`src/rtl/cpu_controller_if.sv`:
```
// RAM-side bus of the cpu_controller: the controller is master, the 32x8 RAM is slave.
interface cpu_controller_if;
  logic       writeEn;
  logic [4:0] address;
  logic [7:0] dataIn;
  logic [7:0] ramOut;

  modport master (output writeEn, address, dataIn, input ramOut);
  modport slave  (input writeEn, address, dataIn, output ramOut);
endinterface

```
`src/rtl/cpu_controller.sv`:
```
// Fetch/decode/execute sequencer for the 8-bit accumulator processor.
// Holds PC, IR, ACC and flags; RAM outputs are Moore-decoded from state.
module cpu_controller (
  input  logic                    clock,
  input  logic                    reset,
  input  logic                    run,
  cpu_controller_if.master        ram,
  output logic [4:0]              pc,
  output logic [7:0]              acc,
  output logic                    zero,
  output logic                    carry,
  output logic                    halted
);

  typedef enum logic [2:0] {
    FETCH, DECODE, READ, WB, STORE, HALT
  } state_t;

  typedef enum logic [2:0] {
    OP_LDA = 3'b000, OP_STA = 3'b001, OP_ADD = 3'b010, OP_SUB = 3'b011,
    OP_JMP = 3'b100, OP_JZ  = 3'b101, OP_JC  = 3'b110, OP_HLT = 3'b111
  } opcode_t;

  state_t     state, next_state;
  logic [7:0] ir;
  opcode_t    fetched_op, exec_op;
  logic       take_jump;
  logic [8:0] sum9, diff9;

  // DECODE acts on the word arriving from RAM, since ir is only loaded at its end.
  assign fetched_op = opcode_t'(ram.ramOut[7:5]);
  assign exec_op    = opcode_t'(ir[7:5]);
  assign sum9       = {1'b0, acc} + {1'b0, ram.ramOut};
  assign diff9      = {1'b0, acc} - {1'b0, ram.ramOut};

  always_comb begin
    take_jump = 1'b0;
    case (fetched_op)
      OP_JMP:  take_jump = 1'b1;
      OP_JZ:   take_jump = zero;
      OP_JC:   take_jump = carry;
      default: take_jump = 1'b0;
    endcase
  end

  always_ff @(posedge clock or negedge reset) begin
    if (!reset) state <= FETCH;
    else        state <= next_state;
  end

  always_comb begin
    next_state  = state;
    ram.writeEn = 1'b0;
    ram.address = pc;
    ram.dataIn  = acc;
    halted      = 1'b0;
    case (state)
      FETCH:  if (run) next_state = DECODE;
      DECODE: begin
        case (fetched_op)
          OP_LDA, OP_ADD, OP_SUB: next_state = READ;
          OP_STA:                 next_state = STORE;
          OP_HLT:                 next_state = HALT;
          default:                next_state = FETCH;
        endcase
      end
      READ: begin
        ram.address = ir[4:0];
        next_state  = WB;
      end
      WB:    next_state = FETCH;
      STORE: begin
        ram.address = ir[4:0];
        ram.writeEn = 1'b1;
        next_state  = FETCH;
      end
      HALT: begin
        halted     = 1'b1;
        next_state = HALT;
      end
      default: next_state = FETCH;
    endcase
  end

  always_ff @(posedge clock or negedge reset) begin
    if (!reset) begin
      pc    <= '0;
      ir    <= '0;
      acc   <= '0;
      zero  <= 1'b0;
      carry <= 1'b0;
    end else begin
      case (state)
        DECODE: begin
          ir <= ram.ramOut;
          pc <= take_jump ? ram.ramOut[4:0] : pc + 5'd1;
        end
        WB: begin
          case (exec_op)
            OP_ADD: begin
              acc   <= sum9[7:0];
              carry <= sum9[8];
              zero  <= (sum9[7:0] == 8'd0);
            end
            OP_SUB: begin
              acc   <= diff9[7:0];
              carry <= diff9[8];
              zero  <= (diff9[7:0] == 8'd0);
            end
            default: begin
              acc   <= ram.ramOut;
              carry <= 1'b0;
              zero  <= (ram.ramOut == 8'd0);
            end
          endcase
        end
        default: ;
      endcase
    end
  end

endmodule

```
`src/flat_wrapper.sv`:
```
// flat-port wrapper written by rule: the top's interface ports become plain ports
module cpu_controller_flat 
  (clock, reset, run, pc, acc, zero, carry, halted, ram_writeEn, ram_address, ram_dataIn, ram_ramOut);
  cpu_controller_if ram_i ();
  input  logic clock;
  input  logic reset;
  input  logic run;
  output logic [4:0] pc;
  output logic [7:0] acc;
  output logic zero;
  output logic carry;
  output logic halted;
  output wire logic [$bits(ram_i.writeEn)-1:0] ram_writeEn;
  output wire logic [$bits(ram_i.address)-1:0] ram_address;
  output wire logic [$bits(ram_i.dataIn)-1:0] ram_dataIn;
  input wire logic [$bits(ram_i.ramOut)-1:0] ram_ramOut;
  assign ram_writeEn = ram_i.writeEn;
  assign ram_address = ram_i.address;
  assign ram_dataIn = ram_i.dataIn;
  assign ram_i.ramOut = ram_ramOut;
  cpu_controller u_core (.clock(clock), .reset(reset), .run(run), .ram(ram_i), .pc(pc), .acc(acc), .zero(zero), .carry(carry), .halted(halted));
endmodule
```
`config.mk`:
```
export PLATFORM = sky130hd
export DESIGN_NAME = cpu_controller_flat
export DESIGN_NICKNAME = d
export VERILOG_FILES = /design/src/rtl/cpu_controller_if.sv /design/src/rtl/cpu_controller.sv /design/src/flat_wrapper.sv
export SDC_FILE = /design/constraint.sdc
export NUM_CORES = 1
export LEC_CHECK = 0
export ABC_AREA = 1
export CORE_MARGIN = 5
export CORE_UTILIZATION = 48
export CTS_CLUSTER_DIAMETER = 80
export DETAILED_ROUTE_END_ITERATION = 10
export PLACE_DENSITY = 0.77
export SLEW_MARGIN = 5
export SYNTH_ARGS = -nofsm -noshare
export SYNTH_HDL_FRONTEND = slang
export SYNTH_SLANG_ARGS = --single-unit
```
`constraint.sdc`:
```
create_clock -name clock -period 1.7 [get_ports clock]
set_input_delay 0.255 -clock clock [delete_from_list [all_inputs] [get_ports clock]]
set_output_delay 0.255 -clock clock [all_outputs]
set_load 0.01 [all_outputs]
```
# Yosys cells after proc, flatten, opt, wreduce, memory -nomap -nowiden
# Index checks and enable logic that the tools add are counted.
[classes] n_addsub=3 reduce_logical=7 eq_ne=15 muxes=11
[op_table] cell="$logic_not 8->1" n=3
[op_table] cell="$eq 3x2->1 const B" n=6
[op_table] cell="$eq 3x3->1 const B" n=6
[op_table] cell="$pmux 8 s2" n=1
[op_table] cell="$pmux 3 s4" n=1
[op_table] cell="$mux 5" n=2
[op_table] cell="$add 8x8->9" n=1
[op_table] cell="$pmux 3 s3" n=1
[op_table] cell="$sub 8x8->9" n=1
[op_table] cell="$eq 3x1->1 const B" n=2
[op_table] cell="$logic_not 3->1" n=2
[op_table] cell="$add 5x1->5 const B" n=1
[op_table] cell="$pmux 1 s2" n=2
[op_table] cell="$mux 3" n=1
[op_table] cell="$pmux 1 s3" n=1
[op_table] cell="$reduce_or 3->1" n=1
[op_table] cell="$mux 1" n=2
[op_table] cell="$ne 2x2->1 const B" n=1
[op_table] cell="$reduce_or 2->1" n=1
[word_totals] out_inout_bits=30 wordCells=42 reg_bits=26 input_bits=11

# Logic depth before layout (Yosys ltp)
# Gate-level depths: netlist of the first run.
[depth] depth_word=4 ltp_mapped=15 ltp_nobuf=14

# Least setup slack after synthesis of the first run
# OpenSTA, ideal clock, no wires.
[synth_path] path_kind="register -> register" from="register u_core.acc[0]" to="register u_core.zero" setup_time_ns=0.063 t_arrival_ns=1.889 required_ns=1.637 period_less_slack_ns=1.952 stages_incl_launch_ff=11 slack_ns=-0.252 path_buffers=0 path_cell_list="dfrtp_1 > ha_1 > fa_1 > or2_2 > nor3_1 > nand3_1 > nor2_1 > nand2_1 > nand3_1 > nand2_1 > inv_1"
[synth_via] elab_chain_cells=3 elab_cells_between_ends=5 cone_classes="add/sub: 2; mux: 1; reduce/logical: 2"
[synth_rtl] item="start, declared" line="cpu_controller.sv:9" text="output logic [7:0] acc,"
[synth_rtl] item="start signal, assigned" line="cpu_controller.sv:101" text="acc <= sum9[7:0];"
[synth_rtl] item="start signal, assigned" line="cpu_controller.sv:106" text="acc <= diff9[7:0];"
[synth_rtl] item="start signal, assigned" line="cpu_controller.sv:111" text="acc <= ram.ramOut;"
[synth_rtl] item="$sub 8x8->9 / $add 8x8->9 (equally long branches)" line="cpu_controller.sv:34, cpu_controller.sv:33"
[synth_rtl] item="$logic_not 8->1 (on tied branches)" line="cpu_controller.sv:108, cpu_controller.sv:103"
[synth_rtl] item="$pmux 1 s2 *" line="cpu_controller.sv:99" text="case (exec_op)"
[synth_rtl] item="end signal, assigned" line="cpu_controller.sv:103" text="zero <= (sum9[7:0] == 8'd0);"
[synth_rtl] item="end signal, assigned" line="cpu_controller.sv:108" text="zero <= (diff9[7:0] == 8'd0);"
[synth_rtl] item="end signal, assigned" line="cpu_controller.sv:113" text="zero <= (ram.ramOut == 8'd0);"
[synth_rtl] item="end, declared" line="cpu_controller.sv:10" text="output logic zero,"
# Every way passes the cells marked *; elsewhere a longest branch is shown, timed or not.
# A chain may end at the register's enable or synchronous reset.

# Worst setup path in the final report of the first run
# Same ends and word-level chain as after synthesis.

==> results of run 1 <==
==> final timing paths <==
kind	start	end	slack, ns
max	u_core.acc[0]$_DFFE_PN0N_	u_core.zero$_DFFE_PN0N_	-0.31
min	reset	u_core.ir[1]$_DFFE_PN0P_	0.34
max reg2reg	u_core.acc[0]$_DFFE_PN0N_	u_core.zero$_DFFE_PN0N_	-0.31
min reg2reg	u_core.ir[1]$_DFFE_PN0P_	u_core.ir[1]$_DFFE_PN0P_	0.50
max in group asynchronous	reset	u_core.state[0]$_DFFE_PN0P_	1.07
min in group clock	ram_ramOut[6]	u_core.ir[6]$_DFFE_PN0P_	0.43
==> registers in the layout (all words and copies together) (netlist names) <==
register      cells
u_core.zero       1
u_core.carry      1
u_core.acc        8
u_core.ir         8
u_core.pc         5
u_core.state      3
==> layout by cell type (no fill, tap or decap), types with 6 or more instances in the layout <==
cell             count
o21ai_1              6
clkdlybuf4s50_1     25
dfrtp_1             22
nor2_1              16
inv_2               17
o21ai_0             15
nand3_2              7
nand2_1             76
buf_6               16
ha_1                 6
dlygate4sd2_1        6
ha_4                 8
nand3_1             17
nor2_2               7
inv_1               35
buf_4               62
a21oi_1              7
nand2_2             17
==> layer usage <==
metal / up-vias / wire [um] / share of wire (%)
met3: 18 / 536 / 7.1
met4: 0 / 180 / 2.4
met2: 126 / 4000 / 53
li1: 1267 / - / -
met1: 1255 / 2850 / 38
met5: - / 0 / 0
==> layout make-up <==
type	count	area, sq um	area share, %
flip-flops and latches	26	656	17.9
multi-input cells	237	1660	45.5
repair buffers	115	991	27.1
well taps	52	65.1	1.78
inverters	54	209	5.72
clock buffers	3	41.3	1.13
clock inverters	1	30.0	0.821
==> logic make-up (layout without fill, tap and decap cells) <==
kind of cell	Yosys count	in the layout
and+or+nand+nor	163	163
buffers and inverters	66	173
AOI/OAI and AO/OA	49	49
DFF	26	26
adders and majority gates	20	20
xor gates and xnor gates	4	4
muxes	1	1
==> critical path: stages (launching register included) <==
cell,delay (ns)
dfrtp_1,0.41
inv_2,0.05
ha_1,0.18
inv_2,0.06
fa_2,0.46
nor2_2,0.11
nand2_1,0.07
nor2_1,0.15
nand3_1,0.10
nor2_1,0.10
nand3_1,0.08
nand3_1,0.09
nand2_1,0.05
inv_1,0.05
==> metrics by stage <==
step                hold slack [ns]  instance area, sq um
detailed placement            0.468                  3010
CTS                           0.360                  3290
global route                  0.364                  3660
floorplan                   -0.0406                  2240
finish                        0.338                  3660
global placement              0.466                  3010
==> cell usage after synthesis, drive strengths merged <==
master	instances
a221oi	2
xnor2	2
nand3b	3
o21ai	23
nor2	27
nor4	2
nand2	97
o22ai	3
nand3	25
mux2	1
buf	12
fa	2
a31oi	2
dfrtp	26
or2	3
xor2	2
inv	54
a21oi	13
nand4	3
o221ai	1
o21bai	1
o211ai	3
ha	18
o311ai	1
nor3	3
==> where the power goes <==
group	total (uW)	switching [uW]	internal (uW)
logic	5570	2820	2750
registers	1260	335	928
clock network	525	209	316
total	7360	3360	3990
==> what timing repair did <==
item                       in CTS  in global routing
gates resized for setup        77                 81
setup endpoints to repair      16                 26
pin swaps                      17                 32
buffers inserted               11                 13
==> flow_metrics.env, run 1 <==
export IMPL_violations="setup timing"
export IMPL_num_vias=2666
export IMPL_synth_area_sq_mm=0.00222
export IMPL_finClkSkew_ns=0.0118
export IMPL_globalplace_congestion=0.875
export IMPL_fin_cells=488
export IMPL_drive_gt1_share_pct=41.5
export IMPL_htreeDepth=1
export IMPL_dieArea_sq_mm=0.00608
export IMPL_cp_data_arrival_time_ns=2.24
export IMPL_syn2layout_area_growth_pct=65.0
export IMPL_synth_compound_area_share_pct=12.5
export IMPL_wl_um=7580
export IMPL_fill_cells=260
export IMPL_yosys_top_cells_area="dfrtp_1 (29%), nand2_1 (16%), ha_1 (10%), inv_1 (8.6%), nand3_1 (5.6%)"
export IMPL_ant_nets=0
export IMPL_tns_ns=-1.08
export IMPL_avgSynthCellArea_sq_um=6.74
export IMPL_tightest_slew_ns=0.350
export IMPL_diodes=0
export IMPL_rsz0062_at_grt="true"
export IMPL_fmax_mhz=498
export IMPL_ys_types=32
export IMPL_hpwl_um=4950
export IMPL_max_clock_path_buffers=2
export IMPL_drv_cap=0
export IMPL_worst_setup_path_type="register to register"
export IMPL_setup_ws_ns=-0.309
export IMPL_numCtsBuffers=3
export IMPL_cts_root_buf="clkbuf_8"
export IMPL_synth_top_area_share_pct=29.4
export IMPL_dp_slack_ns=-0.621
export IMPL_power_density_mw_per_mm2=2010
export IMPL_track_usage_pct=22.7
export IMPL_period_share_pct=118
export IMPL_nNetsFinal=468
export IMPL_p_leak_uw=0.00180
export IMPL_clk_latency_ns=0.28
export IMPL_ys_seq_area_share_pct=29.4
export IMPL_grt_pass1_vias=2613
export IMPL_met1_usage_pct=26.8
export IMPL_period_needed_ns=2.01
export IMPL_synth_fp_nets=360
export IMPL_synthCells=329
export IMPL_final_util_pct=82.8
export IMPL_status="finished, violations left"
export IMPL_drt_drc_violations_left=0
export IMPL_avgViaCountPerCell=5.46
export IMPL_r2r_cells=13
export IMPL_antenna_found_initial=0
export IMPL_io_pins=41
export IMPL_slew_viol_final=0
export IMPL_fp_dieH_um=77.9
export IMPL_hold_class="primary input to async pin"
export IMPL_drtPass1Iterations=5
export IMPL_clock_sinks=26
export IMPL_grt_use_met2_pct=42.0
export IMPL_initialDrtViolationCount=152
export IMPL_wl_per_cell_um=15.5
export IMPL_hold_buffers=0
export IMPL_power_total_uw=7360
export IMPL_place_port_buffers=40
export IMPL_irDropWorstVdd_mv=1.03
export IMPL_synthMuxAreaShare_pct=0.508
export IMPL_synthAdderAreaFrac_pct=12.0
export IMPL_std_cell_rows=24
export IMPL_yosys_area_top_type="dfrtp_1"
export IMPL_synth_simple_gate_area_share_pct=31.1
export IMPL_slew_headroom_pct=76.5
export IMPL_place_inst=461
export IMPL_cts_tree="done"
export IMPL_synth_xor_area_share_pct=1.58
export IMPL_cp_end_kind="register"
export IMPL_worstPathRequired_ns=1.93
export IMPL_grt_max_degree=27
export IMPL_top_usage_layer="met2"
export IMPL_hold_violations=0
export IMPL_gr_usage_met3_pct=2.89
export IMPL_synth_seq_cells=26
export IMPL_critPathLaunchType="register"
export IMPL_clk_pin_slew_ns=0.10
export IMPL_grt_ovfl_total=0
export IMPL_cp_max_fo=3
export IMPL_core_sq_mm=0.00441
export IMPL_start_util_pct=50.2
export IMPL_finalSetupViolations=11
export IMPL_yosysWarningCount=0
export IMPL_die_x_um=77.9
export IMPL_grt_pass1_wl_um=11500
export IMPL_synth_top_family_by_area="simple AND/OR/NAND/NOR gates"
Note: power is estimated with default switching activity, not from simulation.
==> inputs of run 2 (changes only) <==
--- a/config.mk
+++ b/config.mk
@@ -10,6 +10,8 @@
 export CORE_UTILIZATION = 48
 export CTS_CLUSTER_DIAMETER = 80
 export DETAILED_ROUTE_END_ITERATION = 10
+export GPL_TIMING_DRIVEN = 0
+export HOLD_SLACK_MARGIN = 0.08
 export PLACE_DENSITY = 0.77
 export SLEW_MARGIN = 5
 export SYNTH_ARGS = -nofsm -noshare
==> flow_metrics.env, run 2 (synthesis gave the netlist of run 1 again) <==
export IMPL_status="finished, violations left"
export IMPL_violations="setup timing"
export IMPL_switching_share_pct=47.5
export IMPL_wl_met2_um=3240
export IMPL_clk_pin_slew_ns=0.10
export IMPL_io_pins=41
export IMPL_num_vias=2436
export IMPL_setup_ws_ns=-0.355
export IMPL_grt_pass1_wl_um=10300
export IMPL_hpwl_um=4480
export IMPL_worstPathRequired_ns=1.92
export IMPL_syn2layout_area_growth_pct=38.9
export IMPL_cts_root_buf="clkbuf_8"
export IMPL_final_common_cell="nand2_1"
export IMPL_tightest_slew_ns=0.606
export IMPL_max_clock_path_buffers=2
export IMPL_start_util_pct=50.2
export IMPL_place_port_buffers=40
export IMPL_period_needed_ns=2.06
export IMPL_hold_slack_ns=0.355
export IMPL_final_cell_mix="nand2_1 (81), inv_1 (44), buf_4 (26)"
export IMPL_switchingPower_uw=2870
export IMPL_rsz0062_at_grt="true"
export IMPL_std_cell_rows=24
export IMPL_fmax_mhz=487
export IMPL_drt_met1_wl_um=2620
export IMPL_drtPass1Iterations=5
export IMPL_clockPowerShare_pct=6.8
export IMPL_dr_wl_met3_um=385
export IMPL_fp_dieH_um=77.9
export IMPL_comb_power_share_pct=72.3
export IMPL_grt_max_degree=27
export IMPL_fill_cells=394
export IMPL_ant_nets=0
export IMPL_antenna_found_initial=0
export IMPL_nNetsFinal=422
export IMPL_wl_per_cell_um=14.5
export IMPL_core_sq_mm=0.00441
export IMPL_clk_latency_ns=0.28
export IMPL_htreeDepth=1
export IMPL_numCtsBuffers=3
export IMPL_wl_um=6390
export IMPL_finClkSkew_ns=0.00963
export IMPL_reg_largest_list="u_core.acc (8), u_core.ir (8), u_core.pc (5)"
export IMPL_drv_cap=0
export IMPL_period_share_pct=121
export IMPL_grt_ovfl_total=0
export IMPL_place_inst=421
export IMPL_seqPwrFrac_pct=20.9
export IMPL_fin_cells=442
export IMPL_slew_headroom_pct=59.6
export IMPL_intPower_uw=3170
export IMPL_dieArea_sq_mm=0.00608
export IMPL_drt_drc_violations_left=0
export IMPL_cp_max_fo=3
export IMPL_diodes=0
export IMPL_finalSetupViolations=12
export IMPL_worst_setup_path_type="register to register"
export IMPL_cp_end_kind="register"
export IMPL_hold_violations=0
export IMPL_power_density_mw_per_mm2=1960
export IMPL_avgViaCountPerCell=5.51
export IMPL_hold_class="primary input to register"
export IMPL_irDropWorstVdd_mv=0.930
export IMPL_slew_viol_final=0
export IMPL_initialDrtViolationCount=118
export IMPL_top_layer_used="met4"
export IMPL_track_usage_pct=20.1
export IMPL_globalplace_congestion=0.939
export IMPL_cp_data_arrival_time_ns=2.27
export IMPL_cts_tree="done"
export IMPL_p_leak_uw=0.00155
export IMPL_grt_pass1_vias=2290
export IMPL_clock_sinks=26
export IMPL_die_x_um=77.9
export IMPL_drive_gt1_share_pct=27.9
export IMPL_critPathLaunchType="register"
## run 2: worst max-delay path, cell delays in order (launching register included)
cell and delay (ns):
dfrtp_1 0.44, ha_2 0.22, fa_2 0.45, or2_4 0.26
nor3_2 0.16, nand3_1 0.10, nor2_1 0.11, nand2_1 0.06
nand3_1 0.08, nand2_1 0.05, inv_1 0.05
## run 2: final timing paths
check / start / to / slack (ns) / cells past startpoint
max in group asynchronous: reset / u_core.acc[4]$_DFFE_PN0N_ / 0.75 / 2
worst max-delay path: u_core.acc[0]$_DFFE_PN0N_ / u_core.zero$_DFFE_PN0N_ / -0.36 / 10
worst max register to register: u_core.acc[0]$_DFFE_PN0N_ / u_core.zero$_DFFE_PN0N_ / -0.36 / 10
worst min-delay path: ram_ramOut[6] / u_core.ir[6]$_DFFE_PN0P_ / 0.35 / 3
min in group asynchronous: reset / u_core.pc[0]$_DFFE_PN0P_ / 0.51 / 2
worst min register to register: u_core.ir[3]$_DFFE_PN0P_ / u_core.ir[3]$_DFFE_PN0P_ / 0.50 / 2
## run 2: layout make-up
class,instances,area (sq um),share of cell area [%]
plain buffers,11,75.1,2.44
inverters,54,203,6.59
well taps,52,65.1,2.11
repair buffers,58,517,16.8
multi-input cells,237,1510,49.0
flip-flops and latches,26,656,21.3
clock buffers,4,55.1,1.79
## run 2: metal layers
metal	track usage (%)	vias to the layer above
met2	35.3	93
met1	25.5	1160
met5	0	-
met4	6.42	0
li1	-	1169
met3	2.20	14
## run 2: power groups by stage
stage / sequential, uW / clock [uW] / combinational, uW
finish: 1260 / 412 / 4360
global route: 1300 / 433 / 4830
CTS: 1240 / 419 / 3960
detailed placement: 1240 / 0 / 3620
global placement: 1230 / 0 / 3550
floorplan: 1250 / 0 / 2280
## run 2: metrics by stage
step                      instance area [sq um]  setup WS, ns  power [uW]  util [%]  setup TNS [ns]
after detailed placement                   2700        -0.802        4860      61.2           -8.04
final                                      3080        -0.355        6040      69.7           -1.24
after floorplan                            2240        -0.166        3530         -          -0.180
after global routing                       3080        -0.443        6570      69.7           -2.31
after CTS                                  2920        -0.268        5620      66.2          -0.892
after global placement                     2700        -0.783        4780      61.2           -6.81
## run 2: what timing repair did
action                                  in CTS  in global routing
setup buffers                               11                  6
endpoints found under the hold margin        0                 26
gates resized for setup                     63                 47
hold buffers                                 0                  1
endpoints found under the setup margin      17                 20
pin swaps                                    6                 14
==> inputs of run 3 (changes only) <==
--- a/config.mk
+++ b/config.mk
@@ -12,7 +12,7 @@
 export DETAILED_ROUTE_END_ITERATION = 10
 export GPL_TIMING_DRIVEN = 0
 export HOLD_SLACK_MARGIN = 0.08
-export PLACE_DENSITY = 0.77
+export PLACE_DENSITY = 0.88
 export SLEW_MARGIN = 5
 export SYNTH_ARGS = -nofsm -noshare
 export SYNTH_HDL_FRONTEND = slang
==> flow_metrics.env, run 3 (synthesis gave the netlist of run 1 again) <==
export IMPL_status="finished, violations left"
export IMPL_violations="setup timing"
export IMPL_initialDrtViolationCount=246
export IMPL_period_share_pct=117
export IMPL_r2r_slack_ns=-0.28
export IMPL_place_inst=421
export IMPL_drtPass1Iterations=5
export IMPL_syn2layout_area_growth_pct=43.7
export IMPL_worst_setup_path_type="primary input to register"
export IMPL_clock_sinks=26
export IMPL_grt_pass1_wl_um=10400
export IMPL_power_density_mw_per_mm2=1990
export IMPL_reg_largest_list="u_core.acc (8), u_core.ir (8), u_core.pc (5)"
export IMPL_hold_class="primary input to register"
export IMPL_p_leak_uw=0.00162
export IMPL_die_x_um=77.9
export IMPL_power_total_uw=6330
export IMPL_start_util_pct=50.2
export IMPL_cp_max_fo=6
export IMPL_irDropWorstVdd_mv=0.791
export IMPL_wl_um=6640
export IMPL_dieArea_sq_mm=0.00608
export IMPL_fin_cells=452
export IMPL_grt_ovfl_total=0
export IMPL_core_sq_mm=0.00441
export IMPL_hold_start="ram_ramOut[3]"
export IMPL_globalplace_congestion=0.897
export IMPL_finalSetupViolations=8
export IMPL_cts_root_buf="clkbuf_8"
export IMPL_htreeDepth=1
export IMPL_nNetsFinal=433
export IMPL_drt_drc_violations_left=0
export IMPL_rsz0062_at_grt="true"
export IMPL_r2r_end="u_core.zero$_DFFE_PN0N_"
export IMPL_grt_pass1_vias=2368
export IMPL_io_pins=41
export IMPL_cp_endpoint="u_core.zero$_DFFE_PN0N_"
export IMPL_final_area_sq_mm=0.00318
export IMPL_cp_data_arrival_time_ns=2.20
export IMPL_drive_gt1_share_pct=30.8
export IMPL_finClkSkew_ns=0.00360
export IMPL_clk_latency_ns=0.27
export IMPL_cp_end_kind="register"
export IMPL_slew_viol_final=0
export IMPL_fmax_mhz=502
export IMPL_std_cell_rows=24
export IMPL_startpoint="ram_ramOut[0]"
export IMPL_grt_max_degree=27
export IMPL_hpwl_um=4510
export IMPL_critPathLaunchType="primary input"
export IMPL_period_needed_ns=1.99
export IMPL_place_port_buffers=40
export IMPL_r2r_cells=10
export IMPL_final_util_pct=72.1
export IMPL_tightest_slew_ns=0.618
export IMPL_ant_nets=0
export IMPL_final_common_cell="nand2_1"
export IMPL_avgViaCountPerCell=5.50
export IMPL_fp_dieH_um=77.9
export IMPL_dpl_cell_area_sq_mm=0.00270
export IMPL_num_vias=2487
export IMPL_cts_tree="done"
export IMPL_antenna_found_initial=0
export IMPL_numCtsBuffers=3
export IMPL_max_clock_path_buffers=2
export IMPL_worstPathRequired_ns=1.91
export IMPL_diodes=0
export IMPL_track_usage_pct=20.5
export IMPL_hold_violations=0
export IMPL_tns_ns=-0.855
export IMPL_slew_headroom_pct=58.8
export IMPL_wl_per_cell_um=14.7
export IMPL_r2r_start="u_core.acc[0]$_DFFE_PN0N_"
export IMPL_final_cell_mix="nand2_1 (77), inv_1 (41), buf_4 (35)"
export IMPL_setup_ws_ns=-0.291
export IMPL_clk_pin_slew_ns=0.09
export IMPL_drv_cap=0
-- run 3: changes by cell type in the layout (fill, tap and decap cells not counted), sizes merged --
cell	change
buf	+12
clkdlybuf4s15	-2
clkbuf	-1
clkdlybuf4s50	-1
dlygate4sd2	+1
dlymetal6s2s	+1
-- run 3: worst max-delay path, cell delays in order --
cell and delay (ns):
dlygate4sd2_1 0.36, ha_2 0.27, fa_2 0.45, or2_4 0.26
nor3_2 0.16, nand3_1 0.09, nor2_1 0.10, nand2_1 0.06
nand3_1 0.08, nand2_1 0.06, inv_1 0.05
-- run 3: worst min path at each step --
stage / slack [ns] / end / cells past startpoint
floorplan: -0.04 / u_core.acc[0]$_DFFE_PN0N_ / 0
finish: 0.32 / u_core.ir[3]$_DFFE_PN0P_ / 3
detailed placement: 0.47 / u_core.ir[3]$_DFFE_PN0P_ / 2
global route: 0.37 / u_core.ir[3]$_DFFE_PN0P_ / 3
global placement: 0.46 / u_core.ir[1]$_DFFE_PN0P_ / 2
CTS: 0.42 / u_core.ir[5]$_DFFE_PN0P_ / 3
-- run 3: metrics by stage --
stage	setup WS (ns)	hold WS, ns
2_1_floorplan	-0.166	-0.0406
3_3_place_gp	-0.771	0.463
3_5_place_dp	-0.835	0.468
4_1_cts	-0.257	0.420
5_1_grt	-0.418	0.365
6_report	-0.291	0.318
-- run 3: power by group --
part	switching [uW]	internal, uW	total [uW]
logic	2500	2240	4740
clock network	190	159	348
registers	318	929	1250
-- run 3: what timing repair did --
item | 4_1_cts | 5_1_grt
hold buffers | 0 | 1
endpoints found under the setup margin | 17 | 31
endpoints found under the hold margin | 0 | 26
pin swaps | 7 | 17
resized for setup | 65 | 68
buffers inserted | 14 | 14
-- run 3: layer usage --
| metal | global-route usage [%] | share of wire (%) |
|---|---|---|
| met4 | 6.76 | 2.2 |
| met2 | 37.1 | 52 |
| met5 | 0 | 0 |
| met3 | 3.01 | 7.3 |
| met1 | 24.6 | 39 |
-- run 3: area by class of cell --
cell class | instances | area [sq um]
Timing Repair Buffer | 69 | 614
Sequential cell | 26 | 656
Buffer | 11 | 83.8
Multi-Input combinational cell | 237 | 1520
Inverter | 54 | 205
Tap cell | 52 | 65.1
Fill cell | 329 | 1230
Clock buffer | 3 | 41.3
